**config.mk**
```make
export PLATFORM = sky130hd
export DESIGN_NAME = mul_pipe_rs
export DESIGN_NICKNAME = d
export VERILOG_FILES = /design/src/rtl/mul_pipe_pkg.sv /design/src/rtl/mul_part.sv /design/src/rtl/mul_pipe_rs.sv
export SDC_FILE = /design/constraint.sdc
export NUM_CORES = 1
export LEC_CHECK = 0
export CAP_MARGIN = 20
export CORE_MARGIN = 4
export CORE_UTILIZATION = 30
export DETAILED_ROUTE_END_ITERATION = 6
export PLACE_DENSITY = 0.59
export SYNTH_ARGS = -nofsm -noshare
export SYNTH_HDL_FRONTEND = slang
export SYNTH_SLANG_ARGS = --single-unit
export TNS_END_PERCENT = 50
```
**constraint.sdc**
```tcl
create_clock -name clk -period 2.6 [get_ports clk]
set_input_delay 0.39 -clock clk [delete_from_list [all_inputs] [get_ports clk]]
set_output_delay 0.39 -clock clk [all_outputs]
set_load 0.02 [all_outputs]
```
**src/rtl/mul_pipe_pkg.sv**
```systemverilog
// Shared helpers for the pipelined rounding/saturating multiplier:
// default operand widths, operand split point and saturation-limit builder.
package mul_pipe_pkg;

    localparam int DEF_AW = 6;
    localparam int DEF_BW = 8;

    // Ceiling log2, with clog2(0) = clog2(1) = 0.
    function automatic int clog2(input int v);
        int r;
        int t;
        r = 0;
        t = 1;
        while (t < v) begin
            t = t * 2;
            r = r + 1;
        end
        return r;
    endfunction

    // Width of the low half of an operand split into two pieces.
    function automatic int split_lo(input int w);
        return w / 2;
    endfunction

    // Largest value representable in ow unsigned bits, as a 64-bit constant.
    function automatic logic [63:0] sat_limit(input int ow);
        if (ow >= 64) begin
            return '1;
        end
        return (64'd1 << ow) - 64'd1;
    endfunction

endpackage

```
**src/rtl/mul_part.sv**
```systemverilog
// Registered unsigned XW x YW multiplier used for one partial product.
// The product register loads on every enabled edge and clears on reset.
module mul_part #(
    parameter int XW = 3,
    parameter int YW = 4
) (
    input  logic               clk,
    input  logic               rst,
    input  logic               i_ce,
    input  logic [XW-1:0]      i_x,
    input  logic [YW-1:0]      i_y,
    output logic [XW+YW-1:0]   o_p
);

    localparam int PW_L = XW + YW;

    logic [PW_L-1:0] r_p;

    // Capture the full-width product whenever the pipeline advances.
    always_ff @(posedge clk or posedge rst) begin
        if (rst) begin
            r_p <= '0;
        end else if (i_ce) begin
            r_p <= PW_L'(i_x) * PW_L'(i_y);
        end
    end

    assign o_p = r_p;

endmodule

```
**src/rtl/mul_pipe_rs.sv**
```systemverilog
// Pipelined unsigned multiplier c = round_sat((a*b) >> SHIFT).
// Optional input register, four registered partial products, then a
// recombine / round / shift / clamp stage feeding the output registers.
// ce=0 freezes every register, including the valid chain.
module mul_pipe_rs
    import mul_pipe_pkg::*;
#(
    parameter int AW     = DEF_AW,
    parameter int BW     = DEF_BW,
    parameter int IN_REG = 0,
    parameter int SHIFT  = 0,
    parameter int RND    = 0,
    parameter int OW     = AW + BW
) (
    input  logic          clk,
    input  logic          rst,
    input  logic          ce,
    input  logic          in_vld,
    input  logic [AW-1:0] a,
    input  logic [BW-1:0] b,
    output logic          out_vld,
    output logic [OW-1:0] c,
    output logic          sat
);

    localparam int PW = AW + BW;
    // One spare bit so adding the rounding constant can never wrap.
    localparam int SW = PW + 1;
    localparam int AL = split_lo(AW);
    localparam int AH = AW - AL;
    localparam int BL = split_lo(BW);
    localparam int BH = BW - BL;
    localparam logic [63:0] LIMIT = sat_limit(OW);
    localparam logic [SW-1:0] RND_K = (RND != 0 && SHIFT > 0)
        ? (SW'(1) << ((SHIFT > 0) ? SHIFT - 1 : 0)) : '0;

    // Add half an output LSB before truncation (zero when rounding is off).
    function automatic logic [SW-1:0] round_add(input logic [SW-1:0] v);
        return v + RND_K;
    endfunction

    // Clamp to the output range; returns {sat, c}.
    function automatic logic [OW:0] saturate(input logic [SW-1:0] v);
        logic [63:0] v64;
        v64 = 64'(v);
        if (v64 > LIMIT) begin
            return {1'b1, LIMIT[OW-1:0]};
        end
        return {1'b0, v64[OW-1:0]};
    endfunction

    logic [AW-1:0] w_a_p0;
    logic [BW-1:0] w_b_p0;
    logic          w_vld_p0;

    // ---- stage p0: optional input register ----
    generate
        if (IN_REG != 0) begin : g_in_reg
            logic [AW-1:0] r_a_p0;
            logic [BW-1:0] r_b_p0;
            logic          r_vld_p0;

            // Retime operands and their valid by one enabled cycle.
            always_ff @(posedge clk or posedge rst) begin
                if (rst) begin
                    r_a_p0   <= '0;
                    r_b_p0   <= '0;
                    r_vld_p0 <= 1'b0;
                end else if (ce) begin
                    r_a_p0   <= a;
                    r_b_p0   <= b;
                    r_vld_p0 <= in_vld;
                end
            end

            assign w_a_p0   = r_a_p0;
            assign w_b_p0   = r_b_p0;
            assign w_vld_p0 = r_vld_p0;
        end else begin : g_in_comb
            assign w_a_p0   = a;
            assign w_b_p0   = b;
            assign w_vld_p0 = in_vld;
        end
    endgenerate

    // ---- stage p1: registered partial products ----
    logic [AL-1:0]    w_a_lo_p0;
    logic [AH-1:0]    w_a_hi_p0;
    logic [BL-1:0]    w_b_lo_p0;
    logic [BH-1:0]    w_b_hi_p0;
    logic [AH+BH-1:0] w_p_hh_p1;
    logic [AL+BH-1:0] w_p_lh_p1;
    logic [AH+BL-1:0] w_p_hl_p1;
    logic [AL+BL-1:0] w_p_ll_p1;
    logic             r_vld_p1;

    assign w_a_lo_p0 = w_a_p0[AL-1:0];
    assign w_a_hi_p0 = w_a_p0[AW-1:AL];
    assign w_b_lo_p0 = w_b_p0[BL-1:0];
    assign w_b_hi_p0 = w_b_p0[BW-1:BL];

    mul_part #(.XW(AH), .YW(BH)) u_hh (
        .clk(clk), .rst(rst), .i_ce(ce),
        .i_x(w_a_hi_p0), .i_y(w_b_hi_p0), .o_p(w_p_hh_p1)
    );
    mul_part #(.XW(AL), .YW(BH)) u_lh (
        .clk(clk), .rst(rst), .i_ce(ce),
        .i_x(w_a_lo_p0), .i_y(w_b_hi_p0), .o_p(w_p_lh_p1)
    );
    mul_part #(.XW(AH), .YW(BL)) u_hl (
        .clk(clk), .rst(rst), .i_ce(ce),
        .i_x(w_a_hi_p0), .i_y(w_b_lo_p0), .o_p(w_p_hl_p1)
    );
    mul_part #(.XW(AL), .YW(BL)) u_ll (
        .clk(clk), .rst(rst), .i_ce(ce),
        .i_x(w_a_lo_p0), .i_y(w_b_lo_p0), .o_p(w_p_ll_p1)
    );

    // Valid bit travels with the partial products.
    always_ff @(posedge clk or posedge rst) begin
        if (rst) begin
            r_vld_p1 <= 1'b0;
        end else if (ce) begin
            r_vld_p1 <= w_vld_p0;
        end
    end

    // ---- stage p2: recombine, round, shift, clamp, register ----
    logic [SW-1:0] w_sum_p1;
    logic [SW-1:0] w_rnd_p1;
    logic [SW-1:0] w_shr_p1;
    logic [OW:0]   w_cs_p1;
    logic          r_out_vld_p2;
    logic [OW-1:0] r_c_p2;
    logic          r_sat_p2;

    assign w_sum_p1 = (SW'(w_p_hh_p1) << (AL + BL))
                    + (SW'(w_p_lh_p1) << BL)
                    + (SW'(w_p_hl_p1) << AL)
                    +  SW'(w_p_ll_p1);
    assign w_rnd_p1 = round_add(w_sum_p1);
    assign w_shr_p1 = w_rnd_p1 >> SHIFT;
    assign w_cs_p1  = saturate(w_shr_p1);

    // Result registers update only for valid samples; out_vld follows the chain.
    always_ff @(posedge clk or posedge rst) begin
        if (rst) begin
            r_out_vld_p2 <= 1'b0;
            r_c_p2       <= '0;
            r_sat_p2     <= 1'b0;
        end else if (ce) begin
            r_out_vld_p2 <= r_vld_p1;
            if (r_vld_p1) begin
                r_c_p2   <= w_cs_p1[OW-1:0];
                r_sat_p2 <= w_cs_p1[OW];
            end
        end
    end

    assign out_vld = r_out_vld_p2;
    assign c       = r_c_p2;
    assign sat     = r_sat_p2;

endmodule

```
==> impl_metrics.tcl, run 1 <==
set metrics [dict create \
    path_clk_slew_ps 90 \
    wl_per_cell_um 13.4 \
    outcome "complete, no violations" \
    row_count 37 \
    cts_hold_buf 0 \
    yosysSeqAreaShare 0.344 \
    use_met1 0.164 \
    p_per_area_mw_per_mm2 711 \
    synth_area_leaders "dfrtp_1, ha_1, fa_1" \
    fmax_ghz 0.400 \
    clk_path_buf_depth 2 \
    io_pins 34 \
    core_area_mm2 0.0105 \
    drc 0 \
    area_growth_pct 24.9 \
    cts_tree "yes" \
    avgSynthCellArea_um2 10.0 \
    grtUsageTotal 0.120 \
    cp-end-kind "flop" \
    cp_data_required_time_ps 2770 \
    drtIter0Drc 61 \
    grt_max_degree 26 \
    gr-max-usage-layer "met2" \
    fin_crit_sh 0.962 \
    cts_htree_levels 2 \
    synth_top_cell_by_area "dfrtp_1" \
    cap_viol_max_count 0 \
    vias_per_cell 4.66 \
    grt_pass1_vias 2498 \
    die_h_um 112 \
    power_leakage_nw 2.03 \
    wl_um 7030 \
    worstHoldPathType "primary input to asynchronous set/reset pin" \
    ant_nets 0 \
    worst_pin_slew_ps 570 \
    fin_skew_ps 11.8 \
    first_pass_iters 4 \
    slew_headroom 0.619 \
    gr-usage-met2 0.192 \
    clock_sinks 45 \
    worstSetupStartpointType "flop" \
    grt_overflow_total 0 \
    synth_cell_types 36 \
    worst_hold_slack_ps 279 \
    start_util 0.312 \
    die_w_um 112 \
    r2r_slack_ps 100 \
    syn_area_mm2 0.00327 \
    cts_inserted_buffers 5 \
    final_util 0.390 \
    ys_seq_elements 45 \
    synth_top_area_share 0.344 \
    maxSlewViolCount 0 \
    antenna_found_initial 0 \
    hpwlAfterDp_um 5660 \
    grt_pass1_wl_um 12300 \
    cts-root-buf "clkbuf_8" \
    grt_util_met3 0.0189 \
    netlist_instances 327 \
    rsz0062_at_grt "false" \
    yosys_warnings 0 \
    ir_drop_uv 381 \
    vias 2441 \
    startpoint "u_lh.o_p[0]" \
    portBuffers 33 \
    crit_arrival_ps 2670 \
    clk-insertion-delay-late_ps 300 \
    n_antenna_cell 0 \
    synth_nets 398 \
    setup_viol 0 \
    cp_max_fo 7 \
    min_period_ps 2500 \
    place_congestion 0.858 \
    dieArea_mm2 0.0126 \
    worstReg2RegStart "u_lh.o_p[0]" \
    hold_viol 0 \
    reg2reg_depth 10 \
    final_layout_size_suffix_gt1_frac 0.162 \
    path_class "flop to flop" \
    nNetsFinal 458 \
]
[layout by cell type, fill, tap and decap left out, types with 3 or more instances in the layout]
| master | Yosys | routed |
|---|---|---|
| a31oi_1 | 3 | 3 |
| nand3_1 | 4 | 4 |
| clkbuf_8 | 0 | 5 |
| buf_4 | 0 | 27 |
| ha_1 | 34 | 33 |
| clkdlybuf4s50_1 | 0 | 27 |
| xor2_1 | 3 | 3 |
| dlymetal6s2s_1 | 0 | 6 |
| inv_1 | 36 | 34 |
| and2_1 | 24 | 24 |
| a21oi_1 | 27 | 26 |
| o21ai_0 | 9 | 9 |
| a21o_1 | 11 | 11 |
| dfrtp_1 | 45 | 45 |
| mux2_2 | 15 | 15 |
| nor2_1 | 24 | 23 |
| xnor2_1 | 11 | 11 |
| fa_1 | 19 | 18 |
| nand2_1 | 30 | 30 |
| a31oi_2 | 3 | 3 |
[layer usage]
metal,part of all wire,up-vias
li1,-,1222
met3,0.033,9
met2,0.45,37
met4,0.021,0
met5,0,-
met1,0.49,1173
[layout make-up]
cell class	instances	area (µm²)
Clock buffer	7	76.3
Multi-Input combinational cell	238	2010
Timing Repair Buffer	61	559
Fill cell	1107	6380
Tap cell	136	170
Sequential cell	45	1130
Inverter	36	135
Clock inverter	1	7.51
[cell families after synthesis]
kind of cell / share of synthesized area
adder cells (fa/ha/maj): 0.246
flip-flops: 0.344
AND/OR/NAND/NOR: 0.129
buffers and inverters: 0.0547
AO/OA/AOI/OAI: 0.130
XOR/XNOR: 0.0375
multiplexers: 0.0578
[power breakdown]
group | switching (W) | leakage (nW) | internal (W) | total, W
clock | 0.000235 | 0.0385 | 0.000191 | 0.000425
combinational | 0.000748 | 1.45 | 0.000745 | 0.00149
sequential | 0.000118 | 0.540 | 0.000867 | 0.000985
total | 0.00110 | 2.03 | 0.00180 | 0.00290
[timing repair]
item,CTS,global route
gates cloned,1,0
gates resized for setup,4,12
pin swaps,0,3
buffers inserted,0,0
endpoints found under the setup margin,15,19
[worst max-delay path, stage by stage (launching register included)]
cell and delay, ps:
dfrtp_1 350, inv_2 50, fa_1 520, inv_1 50, ha_2 190, fa_2 370, a211oi_2 270, or3b_4 180
o211ai_4 100, nand3_4 180, a31oi_1 110
[through the flow]
stage                     TNS, ps  cells  setup slack, ps  power, W  cell area, µm²
after floorplan                 0    327             87.4   0.00191            3270
after global placement      -3040    515             -235   0.00244            3940
after detailed placement    -4110    515             -289   0.00246            3940
after CTS                       0    524             5.27   0.00294            4050
after global routing            0    524            0.369   0.00315            4080
final                           0    524             98.0   0.00290            4080
[state kept, by name, summed over array words and instances (netlist names)]
register	count
c	14
u_hh.o_p	7
u_hl.o_p	7
u_lh.o_p	7
u_ll.o_p	7
out_vld	1
r_vld_p1	1
sat	1
[path summary, 6_finish.rpt]
check	endpoint
worst max-delay path	c[11]
worst min-delay path	u_ll.o_p[0]
worst max register to register	c[11]
worst min register to register	sat
max in group asynchronous	u_ll.o_p[6]
min in group clk	sat
[synth_stat cells (all sizes together)]
master / instances
xnor2: 11
a31oi: 7
a211oi: 1
o211a: 2
nand3: 5
mux2i: 2
ha: 34
o211ai: 1
dfrtp: 45
o21bai: 1
nor3b: 1
a32oi: 1
clkbuf: 6
mux2: 15
a21oi: 27
nand4: 1
fa: 19
and2: 24
nor2: 24
a21o: 11
or3b: 1
nor3: 1
and3: 1
buf: 3
xor2: 3
nand2: 30
inv: 36
o31ai: 2
nor2b: 1
o21ai: 10
o21a: 1
Power figures use the tool's default switching activity.
==> run 2, diff against run 1 <==
==> constraint.sdc (replaced) <==
create_clock -name clk -period 2.6 [get_ports clk]
set_input_delay 0.65 -clock clk [delete_from_list [all_inputs] [get_ports clk]]
set_output_delay 0.65 -clock clk [all_outputs]
set_load 0.02 [all_outputs]
==> impl_metrics.tcl, run 2 (synthesis results as in run 1) <==
set metrics [dict create \
    switching_share 0.365 \
    cap_viol_max_count 0 \
    worst_pin_slew_ps 783 \
    cts_inserted_buffers 5 \
    power_leakage_nw 2.04 \
    drtIter0Drc 95 \
    worstHoldPathType "flop to flop" \
    maxSlewViolCount 0 \
    grtUsageTotal 0.117 \
    min_period_ps 2500 \
    r2r_slack_ps 140 \
    post-cts-setup-buffers 0 \
    first_pass_iters 4 \
    setup_slack_ps 105 \
    ff_latch_area_mm2 0.00113 \
    grt_pass1_wl_um 12000 \
    die_w_um 112 \
    rsz0062_at_grt "true" \
    ir_drop_uv 414 \
    r2r_end "c[9]" \
    final_layout_size_suffix_gt1_frac 0.178 \
    largest_reg_flops 14 \
    core_area_mm2 0.0105 \
    switching_power_w 0.00111 \
    whs_path_depth 2 \
    hold_viol 0 \
    pwr-share-clk 0.182 \
    row_count 37 \
    cts_tree "yes" \
    fin_skew_ps 5.49 \
    cts-root-buf "clkbuf_8" \
    nNetsFinal 458 \
    final_util 0.396 \
    fin_crit_sh 0.960 \
    cp-end-kind "flop" \
    portBuffers 33 \
    place_congestion 0.827 \
    path_clk_slew_ps 80 \
    grt_overflow_total 0 \
    comb_power_share 0.495 \
    min-delay-start "sat" \
    n_antenna_cell 0 \
    antenna_found_initial 0 \
    drc 0 \
    path_class "primary input to flop" \
    vias 2432 \
    vias_per_cell 4.64 \
    final_common_cell "dfrtp_1" \
    most-common-layout-cells "dfrtp_1, inv_1, ha_1" \
    p_per_area_mw_per_mm2 735 \
    slew_headroom 0.475 \
    cp_max_fo 8 \
    clock_sinks 45 \
    ant_nets 0 \
    post-place-cells 515 \
    fmax_ghz 0.401 \
    worstReg2RegStart "u_lh.o_p[0]" \
    wl_um 6960 \
    reg2reg_depth 10 \
    outcome "complete, no violations" \
    clk-insertion-delay-late_ps 300 \
    cts_htree_levels 2 \
    start_util 0.312 \
    setup_viol 0 \
    hpwlAfterDp_um 5420 \
    multi_input_area_mm2 0.00203 \
    crit_arrival_ps 2690 \
    clk_path_buf_depth 2 \
    area_growth_pct 26.7 \
    hold_path_end "sat" \
    worstSetupStartpointType "primary input" \
    io_pins 34 \
    dieArea_mm2 0.0126 \
    cts_hold_buf 0 \
    die_h_um 112 \
    stdcell_count 524 \
    dpl_worst_slack_ps -561 \
    wl_per_cell_um 13.3 \
    p_seq_frac 0.323 \
    worst_hold_slack_ps 487 \
    cp_data_required_time_ps 2790 \
    fillCellCount 1076 \
    internal-power_w 0.00193 \
    grt_max_degree 42 \
    grt_pass1_vias 2528 \
]
run 2: changes by cell type in the layout (fill, tap and decap cells not counted), moves of 3 or more:
cell / previous run / this run
dlygate4sd2_1: 0 / 9
clkdlybuf4s50_1: 27 / 19
dlymetal6s2s_1: 6 / 2
clkdlybuf4s15_1: 0 / 3
run 2: worst max-delay path, stage by stage:
cell             delay [ps]
clkdlybuf4s15_1         330
nand2_1                 130
fa_1                    570
inv_1                    50
ha_1                    290
a21o_1                  170
a21oi_2                 140
xnor2_1                 100
mux2_2                  260
run 2: worst max path at each step:
stage,startpoint,endpoint
after floorplan,u_lh.o_p[0],c[6]
after global placement,a[2],u_lh.o_p[5]
after detailed placement,a[2],u_lh.o_p[5]
after CTS,b[4],u_hh.o_p[6]
after global routing,a[5],u_hh.o_p[5]
final,a[2],u_lh.o_p[5]
run 2: per-stage QoR:
step | TNS, ps | power (W) | instance area [µm²]
2_1_floorplan | 0 | 0.00191 | 3270
3_3_place_gp | -7850 | 0.00245 | 3960
3_5_place_dp | -8220 | 0.00246 | 3960
4_1_cts | 0 | 0.00304 | 4090
5_1_grt | -43.6 | 0.00331 | 4140
6_report | 0 | 0.00304 | 4140
run 2: layout make-up:
class / instances / area share
multi-input cells: 238 / 0.490
flip-flops and latches: 45 / 0.272
repair buffers: 61 / 0.136
well taps: 136 / 0.0411
inverters: 36 / 0.0326
clock buffers: 7 / 0.0208
clock inverters: 1 / 0.00725
run 2: timing repair:
| item | in CTS | in global routing |
|---|---|---|
| cloned | 0 | 1 |
| gates resized for setup | 18 | 15 |
| setup endpoints to repair | 28 | 24 |
| pin swaps | 0 | 6 |
run 2: power groups by stage:
stage               logic [W]  registers [W]  clock network (W)
CTS                   0.00148       0.000987           0.000573
detailed placement    0.00146        0.00100                  0
global placement      0.00145       0.000996                  0
global route          0.00169        0.00101           0.000607
finish                0.00151       0.000985           0.000553
floorplan            0.000830        0.00108                  0
run 2: routing by layer:
metal / global-route usage / wire, µm / vias up
met5: 0 / 0 / -
met4: 0.0288 / 79 / 0
met3: 0.0199 / 233 / 7
met2: 0.201 / 3360 / 47
met1: 0.152 / 3290 / 1162
li1: - / - / 1216
==> run 3, diff against run 2 <==
Settings changed: PLACE_DENSITY 0.59 to 0.58.
Clock period 2.6 ns to 2.9 ns, I/O delays scaled along.
==> impl_metrics.tcl, run 3 (synthesis results as in run 1) <==
set metrics [dict create \
    row_count 37 \
    core_area_mm2 0.0105 \
    use_met1 0.159 \
    place_congestion 0.798 \
    finalSetupTns_ps 0 \
    path_class "primary input to flop" \
    worst_hold_slack_ps 492 \
    final_cell_area_mm2 0.00397 \
    outcome "complete, no violations" \
    clock_sinks 45 \
    cp_max_fo 6 \
    cp_data_required_time_ps 3090 \
    antenna_found_initial 0 \
    final_layout_size_suffix_gt1_frac 0.120 \
    area_growth_pct 21.4 \
    grt_max_degree 45 \
    maxSlewViolCount 0 \
    cts_tree "yes" \
    critPathTopFamily "adder cells" \
    cts-root-buf "clkbuf_8" \
    start_util 0.312 \
    setup_slack_ps 108 \
    cts_htree_levels 2 \
    clk-insertion-delay-late_ps 300 \
    fillCellCount 1118 \
    worst_pin_slew_ps 911 \
    fin_skew_ps 8.16 \
    setup_viol 0 \
    nNetsFinal 444 \
    worstHoldPathType "flop to flop" \
    cap_viol_max_count 0 \
    fin_crit_sh 0.963 \
    placed_area_mm2 0.00386 \
    worstSetupStartpointType "primary input" \
    fmax_ghz 0.358 \
    slowest_delay_ps 590 \
    rsz0062_at_grt "false" \
    min_period_ps 2790 \
    p_per_area_mw_per_mm2 628 \
    io_pins 34 \
    cp-end-kind "flop" \
    ir_drop_uv 329 \
    first_pass_iters 4 \
    crit_buf_inv 2 \
    die_h_um 112 \
    largest_reg_flops 14 \
    wl_um 6780 \
    grt_util_met3 0.0216 \
    gr-max-usage-layer "met2" \
    most-common-layout-cells "dfrtp_1, inv_1, ha_1" \
    vias 2344 \
    ant_nets 0 \
    drtIter0Drc 95 \
    path_cells "clkdlybuf4s50_1 > nand2_1 > fa_1 > inv_1 > ha_1 > a21o_1 > a21oi_1 > xnor2_1 > mux2_2" \
    grtUsageTotal 0.118 \
    dieArea_mm2 0.0126 \
    final_common_cell "dfrtp_1" \
    grt_pass1_wl_um 12100 \
    hpwlAfterDp_um 5520 \
    vias_per_cell 4.60 \
    n_antenna_cell 0 \
    slew_headroom 0.389 \
    cp_slowest_cell "clkdlybuf4s50_1" \
    die_w_um 112 \
    power_leakage_nw 1.97 \
    crit_arrival_ps 2990 \
    portBuffers 33 \
    clk_path_buf_depth 2 \
    wl_per_cell_um 13.3 \
    grt_overflow_total 0 \
    cts_inserted_buffers 5 \
    dpl_worst_slack_ps -342 \
    drc 0 \
    hold_viol 0 \
    grt_pass1_vias 2449 \
    gr-usage-met2 0.195 \
    path_clk_slew_ps 90 \
]
run 3: layout make-up:
class                   instances  area [µm²]  share of cell area
well taps                     136         170              0.0429
inverters                      36         135              0.0340
clock buffers                   5        68.8              0.0173
multi-input cells             237        1980               0.498
clock inverters                 3        17.5             0.00441
repair buffers                 48         475               0.120
flip-flops and latches         45        1130               0.284
run 3: worst reg2reg max path, cell delays in order (launching register included):
cell and delay, ps:
dfrtp_1 340, inv_1 70, fa_1 530, inv_1 40, ha_1 220, fa_1 430
a211oi_2 240, or3b_1 180, o211ai_2 110, nand3_4 220, a31oi_2 120
run 3: power breakdown:
part           switching, W  internal, W
logic              0.000645     0.000585
registers         0.0000994     0.000777
clock network      0.000218     0.000167
run 3: repair_timing:
item / 4_1_cts / 5_1_grt
hold buffers: 0 / 0
gates cloned: 0 / 0
setup endpoints to repair: 1 / 20
setup buffers: 0 / 0
gates resized for setup: 2 / 6
pin swaps: 0 / 0
run 3: worst paths after layout:
path / from / to / slack (ps) / cells past startpoint
worst min register to register: c[13] / c[13] / 490 / 2
worst max register to register: u_lh.o_p[0] / c[6] / 270 / 10
min in group asynchronous: rst / c[2] / 820 / 2
worst max-delay path: b[1] / u_ll.o_p[5] / 110 / 9
max in group asynchronous: rst / u_hh.o_p[1] / 1520 / 3
worst min-delay path: c[13] / c[13] / 490 / 2
run 3: through the flow:
step,cells,utilization,total power (W)
final,510,0.379,0.00249
after detailed placement,502,0.369,0.00213
after floorplan,327,-,0.00171
after CTS,510,0.377,0.00252
after global routing,510,0.379,0.00273
after global placement,502,0.369,0.00211
run 3: per-layer routing:
layer  up-vias  part of all wire
met3         8             0.029
met2        28              0.47
met5         -                 0
li1       1182                 -
met1      1126              0.49
met4         0             0.015
